[config.mk]
export PLATFORM = sky130hd
export DESIGN_NAME = streaming_dwc_upsize
export DESIGN_NICKNAME = d
export VERILOG_FILES = /design/src/rtl/streaming_dwc_upsize.sv
export SDC_FILE = /design/constraint.sdc
export NUM_CORES = 1
export LEC_CHECK = 0
export ABC_AREA = 0
export CAP_MARGIN = 20
export CORE_UTILIZATION = 63
export DETAILED_ROUTE_END_ITERATION = 7
export DONT_BUFFER_PORTS = 1
export GPL_TIMING_DRIVEN = 0
export PLACE_DENSITY = 0.88
export SYNTH_ARGS = -nofsm -noshare
export SYNTH_HDL_FRONTEND = slang
export SYNTH_SLANG_ARGS = --single-unit
[constraint.sdc]
create_clock -name ap_clk -period 2.6 [get_ports ap_clk]
set_clock_uncertainty 0.1 [all_clocks]
set_input_delay 0.26 -clock ap_clk [delete_from_list [all_inputs] [get_ports ap_clk]]
set_output_delay 0.26 -clock ap_clk [all_outputs]
set_load 0.005 [all_outputs]
[src/rtl/streaming_dwc_upsize.sv]
// streaming_dwc_upsize
// AXI-Stream width upsizer. It packs RATIO narrow input words into one wide
// output word, with the first-received word in the least significant lane.
// The converter is frame-aware. When a frame ends part-way through a group,
// that group is emitted early and its unused upper lanes are set to zero.
// The lane counter then restarts at lane 0 for the next frame.
// A single output register holds the packed word. Non-completing input words
// are always accepted. A completing word is stalled only while the output
// register is full and the consumer is not draining it.

module streaming_dwc_upsize #(
    parameter int IN_WIDTH    = 8,
    parameter int RATIO       = 4,      // must be >= 2
    parameter int FRAME_WORDS = 1024,   // must be >= 1
    localparam int OUT_WIDTH  = IN_WIDTH * RATIO
) (
    input  logic                 ap_clk,
    input  logic                 ap_rst_n,
    input  logic [IN_WIDTH-1:0]  in0_V_V_TDATA,
    input  logic                 in0_V_V_TVALID,
    output logic                 in0_V_V_TREADY,
    output logic [OUT_WIDTH-1:0] out_V_V_TDATA,
    output logic                 out_V_V_TVALID,
    input  logic                 out_V_V_TREADY,
    output logic                 frame_done
);

    localparam int LANE_W = $clog2(RATIO);
    localparam int FC_W   = (FRAME_WORDS > 1) ? $clog2(FRAME_WORDS) : 1;

    localparam logic [LANE_W-1:0] LANE_LAST = LANE_W'(RATIO - 1);
    localparam logic [FC_W-1:0]   FC_LAST   = FC_W'(FRAME_WORDS - 1);

    // Architectural state
    logic [OUT_WIDTH-1:0] acc_q, acc_d;
    logic [LANE_W-1:0]    lane_q, lane_d;
    logic [FC_W-1:0]      frame_cnt_q, frame_cnt_d;
    logic [OUT_WIDTH-1:0] out_data_q, out_data_d;
    logic                 out_valid_q, out_valid_d;
    // Set when the held output word closes a frame.
    logic                 out_last_q, out_last_d;
    logic                 frame_done_q, frame_done_d;

    // Decoded control
    logic                 lane_last_s;
    logic                 frame_last_s;
    logic                 completing_s;
    logic                 in_ready_s;
    logic                 in_fire_s;
    logic                 out_fire_s;
    logic [OUT_WIDTH-1:0] acc_wr_s;
    logic [OUT_WIDTH-1:0] packed_s;

    // Handshake decode: the completing word waits only for room in the output register
    always_comb begin
        lane_last_s  = (lane_q == LANE_LAST);
        frame_last_s = (frame_cnt_q == FC_LAST);
        completing_s = lane_last_s | frame_last_s;
        in_ready_s   = ~completing_s | ~out_valid_q | out_V_V_TREADY;
        in_fire_s    = in0_V_V_TVALID & in_ready_s;
        out_fire_s   = out_valid_q & out_V_V_TREADY;
    end

    // Lane insertion: the accumulator with the incoming word written at the current lane
    always_comb begin
        acc_wr_s = acc_q;
        acc_wr_s[int'(lane_q) * IN_WIDTH +: IN_WIDTH] = in0_V_V_TDATA;
    end

    // Output packing: lanes above the current one are forced to zero to pad a short final group
    always_comb begin
        packed_s = {OUT_WIDTH{1'b0}};
        for (int k = 0; k < RATIO; k++) begin
            if (k <= int'(lane_q)) begin
                packed_s[k * IN_WIDTH +: IN_WIDTH] = acc_wr_s[k * IN_WIDTH +: IN_WIDTH];
            end else begin
                packed_s[k * IN_WIDTH +: IN_WIDTH] = {IN_WIDTH{1'b0}};
            end
        end
    end

    // Next-state logic for the accumulator, counters and output register
    always_comb begin
        acc_d        = acc_q;
        lane_d       = lane_q;
        frame_cnt_d  = frame_cnt_q;
        out_data_d   = out_data_q;
        out_last_d   = out_last_q;
        frame_done_d = out_fire_s & out_last_q;

        if (in_fire_s) begin
            if (completing_s) begin
                out_data_d = packed_s;
                out_last_d = frame_last_s;
                acc_d      = {OUT_WIDTH{1'b0}};
                lane_d     = {LANE_W{1'b0}};
                if (frame_last_s) begin
                    frame_cnt_d = {FC_W{1'b0}};
                end else begin
                    frame_cnt_d = frame_cnt_q + 1'b1;
                end
            end else begin
                acc_d       = acc_wr_s;
                lane_d      = lane_q + 1'b1;
                frame_cnt_d = frame_cnt_q + 1'b1;
            end
        end else begin
            acc_d = acc_q;
        end

        // A completion that coincides with a drain reloads the register and keeps it valid.
        if (in_fire_s && completing_s) begin
            out_valid_d = 1'b1;
        end else if (out_fire_s) begin
            out_valid_d = 1'b0;
        end else begin
            out_valid_d = out_valid_q;
        end
    end

    // State registers: asynchronous reset discards any partial group and pending output
    always_ff @(posedge ap_clk or negedge ap_rst_n) begin
        if (!ap_rst_n) begin
            acc_q        <= {OUT_WIDTH{1'b0}};
            lane_q       <= {LANE_W{1'b0}};
            frame_cnt_q  <= {FC_W{1'b0}};
            out_data_q   <= {OUT_WIDTH{1'b0}};
            out_valid_q  <= 1'b0;
            out_last_q   <= 1'b0;
            frame_done_q <= 1'b0;
        end else begin
            acc_q        <= acc_d;
            lane_q       <= lane_d;
            frame_cnt_q  <= frame_cnt_d;
            out_data_q   <= out_data_d;
            out_valid_q  <= out_valid_d;
            out_last_q   <= out_last_d;
            frame_done_q <= frame_done_d;
        end
    end

    assign in0_V_V_TREADY = in_ready_s;
    assign out_V_V_TDATA  = out_data_q;
    assign out_V_V_TVALID = out_valid_q;
    assign frame_done     = frame_done_q;

endmodule

==> results of run 1 <==
==> cells by family (layout without fill, tap and decap cells) <==
| logic type | count (synthesis) | count (layout) | share of synthesized area, % |
|---|---|---|---|
| xor gates and xnor gates | 4 | 4 | 0.927 |
| DFF | 79 | 79 | 52.3 |
| buffers and inverters | 26 | 52 | 3.94 |
| and+or+nand+nor | 69 | 69 | 11.1 |
| AOI/OAI and AO/OA | 146 | 146 | 28.1 |
| adders and majority gates | 7 | 7 | 2.32 |
| muxes | 5 | 5 | 1.36 |
==> placed cells by master (no fill, tap or decap), types with 2 or more instances in the layout <==
cell type and instances:
sky130_fd_sc_hd__dfrtp_1 79, sky130_fd_sc_hd__o21ai_0 41, sky130_fd_sc_hd__nor2b_1 34, sky130_fd_sc_hd__a21oi_1 33, sky130_fd_sc_hd__o2bb2ai_1 24, sky130_fd_sc_hd__a22o_1 16
sky130_fd_sc_hd__o31ai_2 13, sky130_fd_sc_hd__clkbuf_8 12, sky130_fd_sc_hd__clkbuf_1 11, sky130_fd_sc_hd__dlygate4sd3_1 10, sky130_fd_sc_hd__nand2_1 8, sky130_fd_sc_hd__ha_1 7
sky130_fd_sc_hd__nor2_1 5, sky130_fd_sc_hd__o211ai_1 4, sky130_fd_sc_hd__and3_1 4, sky130_fd_sc_hd__xnor2_1 4, sky130_fd_sc_hd__mux2i_1 4, sky130_fd_sc_hd__inv_1 4
sky130_fd_sc_hd__buf_6 4, sky130_fd_sc_hd__buf_2 4, sky130_fd_sc_hd__nand3_1 3, sky130_fd_sc_hd__o2111ai_1 3, sky130_fd_sc_hd__nand4_1 3, sky130_fd_sc_hd__o31ai_1 3
sky130_fd_sc_hd__clkbuf_2 2, sky130_fd_sc_hd__a311o_1 2, sky130_fd_sc_hd__and4_1 2, sky130_fd_sc_hd__nand2b_1 2, sky130_fd_sc_hd__nor4bb_1 2, sky130_fd_sc_hd__clkinv_2 2
==> state kept, by name (all words and copies together), names as in the netlist <==
signal / flops
acc_q: 32
out_V_V_TDATA: 32
frame_cnt_q: 10
lane_q: 2
frame_done: 1
out_V_V_TVALID: 1
out_last_q: 1
==> metal layers <==
layer  share of wire [%]  vias up  GRT usage [%]  routed length [um]
li1                    -     1299              -                   -
met2                  49      142           48.9                4360
met4                 2.7        0           13.6                 245
met3                 6.4       27           5.71                 573
met5                   0        -              0                   0
met1                  42     1444           40.4                3780
==> report_power, final <==
group | total (mW) | internal (mW) | switching [mW]
clock | 0.956 | 0.520 | 0.436
sequential | 1.91 | 1.60 | 0.307
combinational | 1.27 | 0.516 | 0.756
==> path summary, 6_finish.rpt <==
kind	from	slack [ns]	end	cells past startpoint
worst max register to register	lane_q[0]$_DFFE_PN0P_	0.13	acc_q[7]$_DFFE_PN0P_	7
worst min register to register	acc_q[12]$_DFFE_PN0P_	0.39	acc_q[12]$_DFFE_PN0P_	1
worst min-delay path	in0_V_V_TDATA[1]	0.01	out_V_V_TDATA[1]$_DFFE_PN0P_	2
worst max-delay path	lane_q[0]$_DFFE_PN0P_	0.13	acc_q[7]$_DFFE_PN0P_	7
min in group asynchronous	ap_rst_n	0.35	frame_cnt_q[5]$_DFFE_PN0P_	2
max in group asynchronous	ap_rst_n	1.72	out_V_V_TDATA[24]$_DFFE_PN0P_	2
==> stage by stage <==
step,worst slack [ns],cell area (um^2),std cells
after CTS,0.0674,4200,434
final,0.125,4210,434
after floorplan,0.514,3780,336
after detailed placement,0.0892,3870,408
after global placement,0.183,3870,408
after global routing,0.0216,4210,434
==> final cells by class <==
class / instances / area share [%]
Multi-Input combinational cell: 231 / 39.4
Timing Repair Buffer: 11 / 3.03
Tap cell: 72 / 2.14
Inverter: 4 / 0.357
Buffer: 21 / 3.15
Sequential cell: 79 / 47.0
Clock inverter: 3 / 0.951
Clock buffer: 13 / 4.01
==> what timing repair did <==
| item | 4_1_cts | 5_1_grt |
|---|---|---|
| gates resized for setup | 0 | 5 |
| hold buffers | 11 | 0 |
| setup endpoints to repair | 1 | 21 |
| endpoints found under the hold margin | 96 | 0 |
==> metrics.md, run 1 <==
| Metric | Value |
|---|---|
| Worst path bufs/invs | `3` |
| Number of hold violations in the final report | `0` |
| Global Route Usage Sum | `30.5%` |
| Number of nets in the final layout | `376` |
| Slew at the pin closest to its max-slew limit | `0.816 ns` |
| Count of distinct cell types in the synthesized netlist | `41` |
| Max IR drop VDD | `0.517 mV` |
| Final weighted congestion in routability-driven placement | `0.905` |
| Post-synth ARST share | `100%` |
| FF/Latch Area | `1980 um^2` |
| Width of the chip | `79.4 um` |
| Setup CP Type | `register to register` |
| Maximum clock frequency | `0.404 GHz` |
| Slowest cell on the critical path | `sky130_fd_sc_hd__dfrtp_1` |
| Wirelength per Cell | `20.6 um` |
| Number of global-route vias before repair | `2837` |
| Post-Synthesis Mean Instance Area | `11.2 um^2` |
| Cell-by-cell trace of the critical path | `inv_1 -> ha_1 -> nor4bb_1 -> buf_2 -> and3_1 -> clkbuf_1 -> a22o_1` |
| Total die area | `6310 um^2` |
| Leading post-synthesis cells by instance count | `79 x sky130_fd_sc_hd__dfrtp_1, 41 x sky130_fd_sc_hd__o21ai_0, 34 x sky130_fd_sc_hd__nor2b_1` |
| Cells after synthesis | `336` |
| Final-report max-slew violation count | `0` |
| Synthesized Nets | `355` |
| Top_reg_cell synth | `sky130_fd_sc_hd__dfrtp_1` |
| Hold slack final | `0.0109 ns` |
| Setup repair bufs after CTS | `0` |
| Number of clock buffers inserted by TritonCTS | `9` |
| Min cycle time layout | `2.47 ns` |
| Setup repair after global routing missed its margin | `no` |
| Top cells by area in the synthesized netlist | `sky130_fd_sc_hd__dfrtp_1 52%, sky130_fd_sc_hd__nor2b_1 5.6%, sky130_fd_sc_hd__o2bb2ai_1 5.6%` |
| Utilization after layout | `74.6%` |
| Global-route wire length before repair | `14200 um` |
| Post-synth design cell area | `3780 um^2` |
| Post-route DRC violation count | `0` |
| Pwr Density | `983 nW/um^2` |
| Endpoint kind of the worst setup timing path | `register` |
| Initial antenna violation count | `0` |
| Reg clk slew, reported paths | `0.08 ns` |
| Leakage power | `1.85 nW` |
| Area growth from synthesis to layout | `11.4%` |
| Number of H-tree levels | `3` |
| 1st-pass router iterations | `5` |
| Initial cell density of the core | `67.0%` |
| EDFF count, synth | `0` |
| Pin count of the biggest net entering global routing | `80` |
| Required time at the endpoint of the critical path | `2.78 ns` |
| Via count | `2912` |
| Number of DRC violations after detailed-routing iteration 0 | `383` |
| Design Power | `4.14 mW` |
| WL final | `8960 um` |
| Crit-path max FO | `10` |
| Stage delay of the slowest cell on the critical path | `0.47 ns` |
| Count of warnings emitted by yosys | `0` |
| Area of combinational cells with multiple inputs | `1660 um^2` |
| HP Class | `input port to register` |
| Kind of cell adding the most delay to the critical path | `buffers and inverters` |
| Signal arrival time at the worst endpoint | `2.66 ns` |
| Die Height | `79.4 um` |
| Final critical-path share of the clock period | `95.2%` |
| Relative max-transition margin | `45.4%` |
| Post-synthesis register bit count | `79` |
| Sinks on Clock Net | `79` |
| Standard-cell rows | `27` |
| CTS tree | `built` |
| Post-DP HPWL | `5650 um` |
| Proportion of netlist area held by the largest area contributor | `52.3%` |
| Finish-stage setup viols | `0` |
| # port buffers | `0` |
| Most area-hungry cell type in the Yosys netlist | `sky130_fd_sc_hd__dfrtp_1` |
| ANT cells | `0` |
| Type of element launching the critical path | `register` |
| Register area share after synthesis | `52.3%` |
| # Max-Cap Violations | `0` |
| Boundary pin count | `47` |
| Run status | `finished clean` |
| Dominant cell by count in the synthesized netlist | `sky130_fd_sc_hd__dfrtp_1` |
| Via-to-Cell Ratio | `6.71` |
| Remaining Overflow, GRT | `0` |
| Maximum buffer depth of the clock tree | `2` |
| Total Negative Setup Slacks | `0 ns` |
| Clock root cell | `sky130_fd_sc_hd__clkbuf_8` |
| Share of post-route cells with drive strength above 1 | `13.3%` |
| Insertion delay to the later sink of the worst-skew pair | `0.35 ns` |
| Area of the core | `5640 um^2` |
| Number of filler cells placed in the layout | `372` |
| Number of antenna-violating nets in the routed design | `0` |
(Power assumes the default switching activity.)
==> run 2, diff against run 1 <==
Settings changed: CORE_UTILIZATION 63 to 40, PLACE_DENSITY 0.88 to 0.63.
==> run 2 against run 1 <==
Effect of this change:
- worst setup slack got worse by 0.055 ns
- total power increased by 5.2%
- fmax is 2.2% lower
- largest power group unchanged
==> metrics.md, run 2 (same netlist as run 1, synthesis figures left out) <==
| Metric | Value |
|---|---|
| Run status | `finished clean` |
| Max IR drop VDD | `0.417 mV` |
| Number of clock buffers inserted by TritonCTS | `9` |
| Relative max-transition margin | `43.3%` |
| Pwr Density | `1010 nW/um^2` |
| Number of placed instances, taps included | `447` |
| Number of antenna-violating nets in the routed design | `0` |
| Total Negative Setup Slacks | `0 ns` |
| HP Class | `input port to register` |
| Clock root cell | `sky130_fd_sc_hd__clkbuf_8` |
| # Max-Cap Violations | `0` |
| Post-route DRC violation count | `0` |
| Boundary pin count | `47` |
| Total die area | `9840 um^2` |
| Number of DRC violations after detailed-routing iteration 0 | `333` |
| Share of post-route cells with drive strength above 1 | `14.0%` |
| Slowest cell on the critical path | `sky130_fd_sc_hd__nor3_1` |
| Net switching fraction of the power | `35.7%` |
| ANT cells | `0` |
| Initial cell density of the core | `41.1%` |
| Required time at the endpoint of the critical path | `2.78 ns` |
| Clk pwr share | `26.5%` |
| Reg clk slew, reported paths | `0.10 ns` |
| Number of hold violations in the final report | `0` |
| Setup repair after global routing missed its margin | `yes` |
| Maximum buffer depth of the clock tree | `2` |
| Sinks on Clock Net | `79` |
| FF/Latch Area | `1980 um^2` |
| Design internal power | `2.80 mW` |
| Setup CP Type | `register to register` |
| Area growth from synthesis to layout | `14.6%` |
| Remaining Overflow, GRT | `0` |
| Number of global-route vias before repair | `2808` |
| Width of the chip | `99.2 um` |
| Min cycle time layout | `2.53 ns` |
| Die Height | `99.2 um` |
| Final critical-path share of the clock period | `97.3%` |
| Global-route wire length before repair | `15400 um` |
| Signal arrival time at the worst endpoint | `2.71 ns` |
| Wirelength per Cell | `20.3 um` |
| Final standard cell count with taps included and fillers excluded | `476` |
| Slew at the pin closest to its max-slew limit | `0.844 ns` |
| Final weighted congestion in routability-driven placement | `0.845` |
| Number of nets in the final layout | `379` |
| Insertion delay to the later sink of the worst-skew pair | `0.36 ns` |
| CTS tree | `built` |
| Global Route Usage Sum | `20.9%` |
| Finish-stage setup viols | `0` |
| WL final | `9670 um` |
| Leakage power | `1.89 nW` |
| Initial antenna violation count | `0` |
| Via-to-Cell Ratio | `5.93` |
| Number of filler cells placed in the layout | `865` |
| Logic gate share of total power | `30.0%` |
| Leading cell types in the layout, fill and taps excluded | `79 x sky130_fd_sc_hd__dfrtp_1, 41 x sky130_fd_sc_hd__o21ai_0, 34 x sky130_fd_sc_hd__nor2b_1` |
| Post-DP HPWL | `6080 um` |
| Cell-by-cell trace of the critical path | `inv_1 -> ha_1 -> buf_2 -> nor3_1 -> a21oi_1 -> o31ai_2` |
| Via count | `2825` |
| 1st-pass router iterations | `4` |
| Pin count of the biggest net entering global routing | `80` |
| Area of the core | `9200 um^2` |
| Seq pwr share | `43.5%` |
| Maximum clock frequency | `0.395 GHz` |
| Final-report max-slew violation count | `0` |
| # port buffers | `0` |
| Standard-cell rows | `35` |
| Leading cell type in the layout, fill and taps excluded | `sky130_fd_sc_hd__dfrtp_1` |
| Number of H-tree levels | `3` |
| Endpoint kind of the worst setup timing path | `register` |
| Psw | `1.55 mW` |
| Crit-path max FO | `10` |
| Area of combinational cells with multiple inputs | `1650 um^2` |
| Type of element launching the critical path | `register` |
| Stage delay of the slowest cell on the critical path | `0.72 ns` |
-- run 2: cell count changes in the layout (fill, tap and decap cells not counted), sizes merged --
cell    previous run  this run
clkbuf            25        21
buf               10        13
inv                4         7
bufinv             1         3
clkinv             2         1
-- run 2: critical path: cells and delay by family, from the launching register on --
kind / cells / cell delay (ns)
buf+inv: 2 / 0.38
flops: 1 / 0.49
simple gates: 1 / 0.72
fa+ha+maj: 1 / 0.25
compound gates: 2 / 0.51
-- run 2: path summary, 6_finish.rpt --
check | startpoint | end | slack, ns | cells past startpoint
worst max-delay path | lane_q[0]$_DFFE_PN0P_ | out_V_V_TDATA[10]$_DFFE_PN0P_ | 0.07 | 6
worst min-delay path | in0_V_V_TDATA[1] | out_V_V_TDATA[1]$_DFFE_PN0P_ | 0.007 | 2
worst max register to register | lane_q[0]$_DFFE_PN0P_ | out_V_V_TDATA[10]$_DFFE_PN0P_ | 0.07 | 6
worst min register to register | acc_q[15]$_DFFE_PN0P_ | acc_q[15]$_DFFE_PN0P_ | 0.39 | 1
max in group asynchronous | ap_rst_n | out_V_V_TDATA[2]$_DFFE_PN0P_ | 1.69 | 2
min in group asynchronous | ap_rst_n | acc_q[5]$_DFFE_PN0P_ | 0.39 | 2
-- run 2: final cells by class --
| type | count | share of cell area (%) |
|---|---|---|
| Timing Repair Buffer | 14 | 3.76 |
| Inverter | 4 | 0.347 |
| Sequential cell | 79 | 45.7 |
| Tap cell | 111 | 3.21 |
| Multi-Input combinational cell | 231 | 38.2 |
| Clock inverter | 7 | 2.95 |
| Buffer | 21 | 3.06 |
| Clock buffer | 9 | 2.86 |
-- run 2: metrics by stage --
stage | instance area, um^2 | setup WS [ns] | total power [mW] | hold WS (ns) | utilization [%]
2_1_floorplan | 3780 | 0.514 | 2.80 | -0.136 | -
3_3_place_gp | 3920 | 0.163 | 3.09 | -0.132 | 42.6
3_5_place_dp | 3920 | 0.0999 | 3.13 | -0.132 | 42.6
4_1_cts | 4290 | 0.0754 | 4.33 | 0.00195 | 46.7
5_1_grt | 4330 | -0.150 | 4.63 | 0.0134 | 47.1
6_report | 4330 | 0.0701 | 4.35 | 0.00724 | 47.1
-- run 2: power groups by stage --
stage | logic (mW) | registers, mW | clock network, mW
after floorplan | 0.972 | 1.83 | 0
after global placement | 1.19 | 1.91 | 0
after detailed placement | 1.22 | 1.92 | 0
after CTS | 1.27 | 1.90 | 1.17
after global routing | 1.46 | 1.95 | 1.22
final | 1.30 | 1.89 | 1.15
-- run 2: timing repair --
| action | CTS | global route |
|---|---|---|
| pin swaps | 0 | 0 |
| hold endpoints to repair | 100 | 0 |
| endpoints found under the setup margin | 1 | 59 |
| hold buffers | 11 | 0 |
| gates cloned | 0 | 0 |
| setup buffers | 0 | 3 |
| resized for setup | 0 | 4 |
-- run 2: layer usage --
metal,vias to the layer above,global-route usage (%),wire length (um)
li1,1301,-,-
met1,1413,28.6,4420
met2,96,33.2,4480
met3,15,4.78,603
met4,0,6.67,157
met5,-,0,0
==> run 3, diff against run 2 <==
Settings changed: PLACE_DENSITY 0.63 to 0.65.
Clock period 2.6 ns to 2.3 ns, I/O delays scaled along.
==> run 3 against run 2 <==
Effect of this change:
- sequential share of layout area is 0.087 points lower
- sequential power increased by 15%
- first-iteration DRC count decreased by 47%
- cell count decreased by 0.42%
- utilization up 0.15 points
- total power up 12%
- routed wire length about the same
- sequential cell count did not move
- critical path type unchanged
- critical path depth did not move
==> metrics.md, run 3 (same netlist as run 1, synthesis figures left out) <==
| Metric | Value |
|---|---|
| Run status | `finished clean` |
| Seq pwr share | `44.4%` |
| Endpoint kind of the worst setup timing path | `register` |
| Sinks on Clock Net | `79` |
| Leakage power | `1.87 nW` |
| Share of post-route cells with drive strength above 1 | `15.7%` |
| Final-report max-slew violation count | `0` |
| WL final | `9660 um` |
| Insertion delay to the later sink of the worst-skew pair | `0.34 ns` |
| Via count | `2823` |
| Hold EP | `out_V_V_TDATA[2]$_DFFE_PN0P_` |
| Number of antenna-violating nets in the routed design | `0` |
| Setup CP Type | `register to register` |
| CTS tree | `built` |
| Number of DRC violations after detailed-routing iteration 0 | `175` |
| Worst reg2reg endpoint | `acc_q[18]$_DFFE_PN0P_` |
| Initial antenna violation count | `0` |
| Worst-case reg-to-reg path depth | `6` |
| Pin count of the biggest net entering global routing | `80` |
| ANT cells | `0` |
| Stage delay of the slowest cell on the critical path | `0.51 ns` |
| Worst path bufs/invs | `2` |
| 1st-pass router iterations | `4` |
| Via-to-Cell Ratio | `5.96` |
| Worst-case setup slack after placement | `-0.181 ns` |
| Design internal power | `3.15 mW` |
| Number of stages on the worst hold path | `2` |
| Min cycle time layout | `2.21 ns` |
| Boundary pin count | `47` |
| Setup repair after global routing missed its margin | `no` |
| Utilization after layout | `47.2%` |
| Remaining Overflow, GRT | `0` |
| Final weighted congestion in routability-driven placement | `0.847` |
| Kind of cell adding the most delay to the critical path | `compound AO/OA/AOI/OAI gates` |
| Post-DP HPWL | `6140 um` |
| Clock root cell | `sky130_fd_sc_hd__clkbuf_8` |
| Total Negative Setup Slacks | `0 ns` |
| FF-to-FF Start | `lane_q[0]$_DFFE_PN0P_` |
| Max IR drop VDD | `0.394 mV` |
| Logic gate share of total power | `31.9%` |
| Standard-cell rows | `35` |
| Global Route Usage Sum | `20.8%` |
| Type of element launching the critical path | `register` |
| Cell-by-cell trace of the critical path | `inv_2 -> ha_1 -> clkbuf_2 -> a311o_1 -> o211ai_1 -> a22o_1` |
| Relative max-transition margin | `52.2%` |
| Pwr Density | `1120 nW/um^2` |
| Signal arrival time at the worst endpoint | `2.39 ns` |
| HP Class | `input port to register` |
| Maximum buffer depth of the clock tree | `2` |
| Leading cell type in the layout, fill and taps excluded | `sky130_fd_sc_hd__dfrtp_1` |
| Final critical-path share of the clock period | `96.1%` |
| Final worst setup slack | `0.0895 ns` |
| Number of nets in the final layout | `377` |
| Required time at the endpoint of the critical path | `2.48 ns` |
| Number of H-tree levels | `3` |
| Total die area | `9840 um^2` |
| Post-route DRC violation count | `0` |
| Number of global-route vias before repair | `2753` |
| Number of clock buffers inserted by TritonCTS | `9` |
| Net switching fraction of the power | `35.6%` |
| Area growth from synthesis to layout | `15.0%` |
| # Max-Cap Violations | `0` |
| Origin of the worst min-delay path | `in0_V_V_TDATA[2]` |
| Crit-path max FO | `10` |
| Clk pwr share | `23.7%` |
| Number of hold violations in the final report | `0` |
| R2R Setup Slk | `0.09 ns` |
| Width of the chip | `99.2 um` |
| Reg clk slew, reported paths | `0.08 ns` |
| # port buffers | `0` |
| Die Height | `99.2 um` |
| Psw | `1.74 mW` |
| Slowest cell on the critical path | `sky130_fd_sc_hd__dfrtp_1` |
| Area of the core | `9200 um^2` |
| Finish-stage setup viols | `0` |
| Number of placed instances, taps included | `447` |
| Maximum clock frequency | `0.452 GHz` |
| Slew at the pin closest to its max-slew limit | `0.714 ns` |
| Wirelength per Cell | `20.4 um` |
| Leading cell types in the layout, fill and taps excluded | `77 x sky130_fd_sc_hd__dfrtp_1, 41 x sky130_fd_sc_hd__o21ai_0, 34 x sky130_fd_sc_hd__nor2b_1` |
| Initial cell density of the core | `41.1%` |
| Global-route wire length before repair | `15400 um` |
| Final standard cell count with taps included and fillers excluded | `474` |
## run 3: cell types whose count changed in the layout (fill, tap and decap cells not counted), sizes merged
cell,previous run,this run
clkbuf,21,26
buf,13,10
inv,7,4
bufinv,3,2
## run 3: cell type report
type / count / area (um^2)
Timing Repair Buffer: 12 / 135
Tap cell: 111 / 139
Clock buffer: 13 / 159
Multi-Input combinational cell: 231 / 1710
Clock inverter: 3 / 65.1
Buffer: 21 / 146
Sequential cell: 79 / 1980
Fill cell: 842 / 4850
Inverter: 4 / 15.0
## run 3: how the worst max path moves through the flow
stage / startpoint / end / slack [ns] / depth (start not counted)
finish: lane_q[0]$_DFFE_PN0P_ / acc_q[18]$_DFFE_PN0P_ / 0.09 / 6
global route: frame_cnt_q[0]$_DFFE_PN0P_ / in0_V_V_TREADY / 0.005 / 5
CTS: lane_q[0]$_DFFE_PN0P_ / out_V_V_TDATA[10]$_DFFE_PN0P_ / -0.21 / 6
detailed placement: lane_q[0]$_DFFE_PN0P_ / out_V_V_TDATA[8]$_DFFE_PN0P_ / -0.18 / 6
global placement: lane_q[0]$_DFFE_PN0P_ / acc_q[22]$_DFFE_PN0P_ / -0.14 / 7
floorplan: lane_q[0]$_DFFE_PN0P_ / acc_q[16]$_DFFE_PN0P_ / 0.21 / 7
## run 3: worst reg2reg max path, delay by kind of cell (launching register included)
| kind | cells | cell delay, ns |
|---|---|---|
| AOI/OAI and AO/OA | 3 | 0.93 |
| buffers and inverters | 2 | 0.37 |
| adders and majority gates | 1 | 0.24 |
| DFF | 1 | 0.51 |
## run 3: power groups by stage
| stage | Combinational, mW | Clock [mW] | Sequential, mW |
|---|---|---|---|
| after floorplan | 1.10 | 0 | 2.07 |
| after global placement | 1.34 | 0 | 2.16 |
| after detailed placement | 1.39 | 0 | 2.17 |
| after CTS | 1.48 | 1.18 | 2.16 |
| after global routing | 1.74 | 1.24 | 2.22 |
| final | 1.56 | 1.16 | 2.17 |
## run 3: timing repair
action                     4_1_cts  5_1_grt
pin swaps                        1        1
setup endpoints to repair       49       57
hold endpoints to repair       113        0
setup buffers                    0        1
hold buffers                    11        0
resized for setup               10       11
## run 3: stage by stage
stage	cell area [um^2]	hold WS, ns	power, mW
after floorplan	3780	-0.166	3.17
after global placement	3920	-0.162	3.50
after detailed placement	3920	-0.162	3.57
after CTS	4290	0.00603	4.82
after global routing	4340	0.0129	5.20
final	4340	0.0144	4.88
## run 3: routing by layer
| layer | GRT usage, % | vias up | part of all wire, % |
|---|---|---|---|
| met5 | 0 | - | 0 |
| met4 | 7.58 | 0 | 1.8 |
| met3 | 5.62 | 16 | 8.3 |
| met2 | 30.4 | 83 | 46 |
| met1 | 29.8 | 1421 | 44 |
| li1 | - | 1303 | - |
==> RTL edit 1, RTL diff (flow settings as in run 3) <==
The parameter `IN_WIDTH` goes from 8 to 6.
--- a/src/rtl/streaming_dwc_upsize.sv
+++ b/src/rtl/streaming_dwc_upsize.sv
@@ -9,7 +9,7 @@
 // register is full and the consumer is not draining it.
 
 module streaming_dwc_upsize #(
-    parameter int IN_WIDTH    = 8,
+    parameter int IN_WIDTH    = 6,
     parameter int RATIO       = 4,      // must be >= 2
     parameter int FRAME_WORDS = 1024,   // must be >= 1
     localparam int OUT_WIDTH  = IN_WIDTH * RATIO
Ports: changed (resized in0_V_V_TDATA and out_V_V_TDATA); port bits go from 47 to 37. No check against the original RTL was run, so the function may have changed too.
==> RTL edit 1 against run 3 <==
Sequential cell count shrank 16; clock power shrank 9%; worst setup slack improved by 0.0018 ns; routed wire length decreased by 13%; cell count is 10% lower; combinational power rose by 32%; highest routed layer unchanged; sequential share of layout area fell by 4.7 points; cell area down 11%; area after synthesis shrank 15%; total power shrank 1.2%; critical endpoint is now in0_V_V_TREADY; synthesized cell count shrank 13%; largest power group is now combinational cells.
==> RTL edit 1: results (changes against run 3) <==
* Library cells used by synthesis at 54 (was 41)
* Final min period at 2.21 ns (about the same)
* Met1 global-route usage at 30.0% (was 29.8%)
* Largest net degree at the start of global routing at 64 (was 80)
* First-pass GRT wire length at 14,200 um (was 15,400 um)
* Most frequent cells after synthesis: dfrtp_1, a22o_1, o21ai_0 (was dfrtp_1, o21ai_0, nor2b_1)
* Iteration-0 DRC Markers at 246 (was 175)
* Vias in the first global route at 2,667 (was 2,753)
* Nets at 336 (was 377)
* Critical path arrival at 1.88 ns (was 2.39 ns)
* Sequential share of power at 35.5% (was 44.4%)
* Vias per Instance at 6.02 (was 5.96)
* FF-to-FF path depth at 8 (was 6)
* Sequential share of the synthesized area at 49.3% (was 52.3%)
* Outcome: completed (unchanged)
* Pre-CTS WS at -0.439 ns (was -0.181 ns)
* VDD IR max at 0.000454 V (was 0.000394 V)
* Total GRT Usage at 21.8% (was 20.8%)
* R2R setup slack at 0.12 ns (was 0.09 ns)
* WL met1 at 3990 um (was 4230 um)
* Crit path to: in0_V_V_TREADY (was acc_q[18])
* Pleak at 1.68 nW (was 1.87 nW)
* Post-DP HPWL at 5580 um (was 6140 um)
* Area after DPL at 0.00332 mm^2 (was 0.00392 mm^2)
* Combinational Power Share at 42.8% (was 31.9%)
* Layout cells sized above 1 at 20.1% (was 15.7%)
* CP Class: register to output port (was register to register)
* Sw Pwr at 1.89 mW (was 1.74 mW)
* Routed len/inst at 19.8 um (was 20.4 um)
* Post-synth net total at 311 (was 355)
* Met3 wire length at 441 um (was 798 um)
* Met2 WL at 3820 um (was 4460 um)
* Max-slew headroom at 47.6% (was 52.2%)
* Gp weighted congestion at 0.906 (was 0.847)
* Global routing usage on met3 at 6.20% (was 5.62%)
[RTL edit 1: metrics by stage]
stage | cells | total power [mW]
after floorplan | 294 | 2.86
after global placement | 396 | 3.27
after detailed placement | 396 | 3.28
after CTS | 423 | 4.68
after global routing | 425 | 5.14
final | 425 | 4.82
[RTL edit 1: worst min path at each step]
stage                     startpoint                end  slack, ns  cells past startpoint
detailed placement          ap_rst_n  out_V_V_TDATA[13]      -0.16                      0
finish              in0_V_V_TDATA[1]  out_V_V_TDATA[13]       0.07                      2
global route        in0_V_V_TDATA[1]  out_V_V_TDATA[13]       0.06                      2
global placement            ap_rst_n  out_V_V_TDATA[13]      -0.16                      0
CTS                 in0_V_V_TDATA[1]  out_V_V_TDATA[13]       0.06                      2
floorplan                   ap_rst_n           acc_q[0]      -0.17                      0
[RTL edit 1: critical path, cell delays in order, from the launching register on]
cell and delay [ns]:
dfrtp_1 0.38, ha_2 0.25, and3_1 0.23, a31oi_4 0.14, clkbuf_2 0.22, or2_2 0.32
[RTL edit 1: logic make-up after synthesis]
logic type	share of synthesized area, %
xor gates and xnor gates	1.64
DFF	49.3
muxes	3.88
and+or+nand+nor	10.9
AOI/OAI and AO/OA	27.4
adders and majority gates	2.74
buffers and inverters	4.07
[RTL edit 1: area by class of cell]
class	instances	area share (%)
inverters	8	0.876
flip-flops and latches	63	40.9
plain buffers	18	2.95
well taps	102	3.31
clock buffers	11	3.67
multi-input cells	204	42.6
clock inverters	4	1.82
repair buffers	15	3.83
[RTL edit 1: repair_timing]
action	CTS	global route
hold buffers	7	0
hold endpoints to repair	69	0
resized for setup	23	12
buffers inserted	6	2
endpoints found under the setup margin	43	31
pin swaps	2	3
==> RTL edit 2, RTL diff (flow settings as in run 3) <==
Without the edit above. Reset style: synchronous (`ap_rst_n`), changed in one clocked block. Comments in the files are not updated.
--- a/src/rtl/streaming_dwc_upsize.sv
+++ b/src/rtl/streaming_dwc_upsize.sv
@@ -119,7 +119,7 @@
     end
 
     // State registers: asynchronous reset discards any partial group and pending output
-    always_ff @(posedge ap_clk or negedge ap_rst_n) begin
+    always_ff @(posedge ap_clk) begin
         if (!ap_rst_n) begin
             acc_q        <= {OUT_WIDTH{1'b0}};
             lane_q       <= {LANE_W{1'b0}};
Check against the original RTL: differs if ap_rst_n is asserted again (counterexample within 10 cycles, from zero or initial values and one cycle with ap_rst_n low); with ap_rst_n held inactive, the same outputs for 10 cycles.
==> RTL edit 2 against run 3 <==
Sequential cell count unchanged; worst setup slack worse by 0.060 ns; hold slack got worse by 0.011 ns; routed wire length is 6.3% lower; sequential share of layout area is 6.5 points lower; cell area fell by 6.4%; area after synthesis is 7.2% lower; first-iteration DRC count fell by 57%.
Power is not compared: it rests on default switching activity, and its combinational part moved more than twofold at a synthesized area within 25%.
==> RTL edit 2: results (changes against run 3) <==
* Outcome: completed (unchanged)
* Gp weighted congestion at 0.802 (was 0.847)
* Setup bufs post-CTS at 0 (unchanged)
* Clk tree area frac at 4.49% (was 5.16%)
* Total GRT Usage at 20.4% (was 20.8%)
* Layout fillers at 806 (was 842)
* Portion of netlist area occupied by mux cells at 3.71% (was 1.36%)
* CLK BUF at 11 (was 13)
* Pre-CTS WS at -0.317 ns (was -0.181 ns)
* Worst Path Max Fanout at 8 (was 10)
* Routed WL at 9050 um (was 9660 um)
* Compound-Gate Fraction of Synth Area at 25.4% (was 28.1%)
* Iteration-0 DRC Markers at 75 (was 175)
* Cell type of the slowest stage on the worst timing path: or4b_1 (was dfrtp_1)
* First-pass GRT wire length at 13,900 um (was 15,400 um)
* Most frequent cells after synthesis: dfxtp_1, nand2_1, o2bb2ai_1 (was dfrtp_1, o21ai_0, nor2b_1)
* Library cells used by synthesis at 43 (was 41)
* XOR/XNOR Fraction of Synth Area at 0% (was 0.927%)
* Non-Filler Cell Area, Final at 0.00407 mm^2 (was 0.00434 mm^2)
* Port Buf Inserts at 0 (unchanged)
* Crit path max-delay family: simple AND/OR/NAND/NOR gates (was compound AO/OA/AOI/OAI gates)
* Vias at 2,944 (was 2,823)
* Multi-input gate count at 257 (was 231)
* Die W at 95.7 um (was 99.2 um)
* Nonclk buf count at 42 (was 33)
* Sequential share of the synthesized area at 45.1% (was 52.3%)
* Worst-margin pin slew at 0.570 ns (was 0.714 ns)
* CTS resizes at 5 (was 10)
* Vias in the first global route at 2,659 (was 2,753)
* Inverters at 8 (was 4)
* Syn_area_per_cell at 9.46 um^2 (was 11.2 um^2)
* Critical path arrival at 2.45 ns (was 2.39 ns)
* Final Power at 2.60 mW
* Worst path max stage delay at 0.56 ns (was 0.51 ns)
* Area after DPL at 0.00364 mm^2 (was 0.00392 mm^2)
* Register area at 0.00159 mm^2 (was 0.00198 mm^2)
* Post-Synth Adder-Cell Area at 2.50% (was 2.32%)
* Layout cells sized above 1 at 12.7% (was 15.7%)
* Area contributors post-synth: dfxtp_1, o2bb2ai_1, nor2b_1 (was dfrtp_1, nor2b_1, o2bb2ai_1)
* Post-synth net total at 390 (was 355)
* CTS hold repair buffers at 8 (was 11)
* NonClk Buf Share at 6.74% (was 6.48%)
* Fraction of area in multi-input gates at 45.7% (was 39.3%)
* Async set or reset register ratio after synthesis at 0% (was 100%)
* Primary FF master, synth: dfxtp_1 (was dfrtp_1)
* Layout Cells excl Fill at 507 (was 474)
* Dpl cells at 476 (was 447)
* Largest net degree at the start of global routing at 15 (was 80)
* Nets at 416 (was 377)
* Largest family of logic cells by synthesized area: compound AO/OA/AOI/OAI gates (unchanged)
* Post-DP HPWL at 6200 um (was 6140 um)
## RTL edit 2: cell count changes after synthesis, moves of 7 or more
cell,delta
a21boi_1,+7
o2bb2ai_1,+8
mux2i_1,+9
o22ai_1,+8
a22o_1,-8
nor2b_1,-9
o31ai_2,-13
dfxtp_1,+79
or4_1,+11
o21ai_0,-22
or4b_1,+8
dfrtp_1,-79
nand2_1,+31
## RTL edit 2: worst paths after layout
check	from	endpoint	slack [ns]	cells after the start
setup / recovery	lane_q[0]	out_V_V_TDATA[21]	0.03	7
hold / removal	in0_V_V_TDATA[0]	acc_q[8]	0.004	2
setup reg to reg	lane_q[0]	out_V_V_TDATA[21]	0.03	7
hold reg to reg	acc_q[11]	acc_q[11]	0.36	1
## RTL edit 2: metal layers
layer / track usage [%] / part of all wire [%] / vias to the layer above
met3: 4.23 / 5.3 / 14
li1: - / - / 1435
met4: 7.84 / 1.8 / 0
met2: 32.8 / 47 / 65
met5: 0 / 0 / -
met1: 26.8 / 46 / 1430
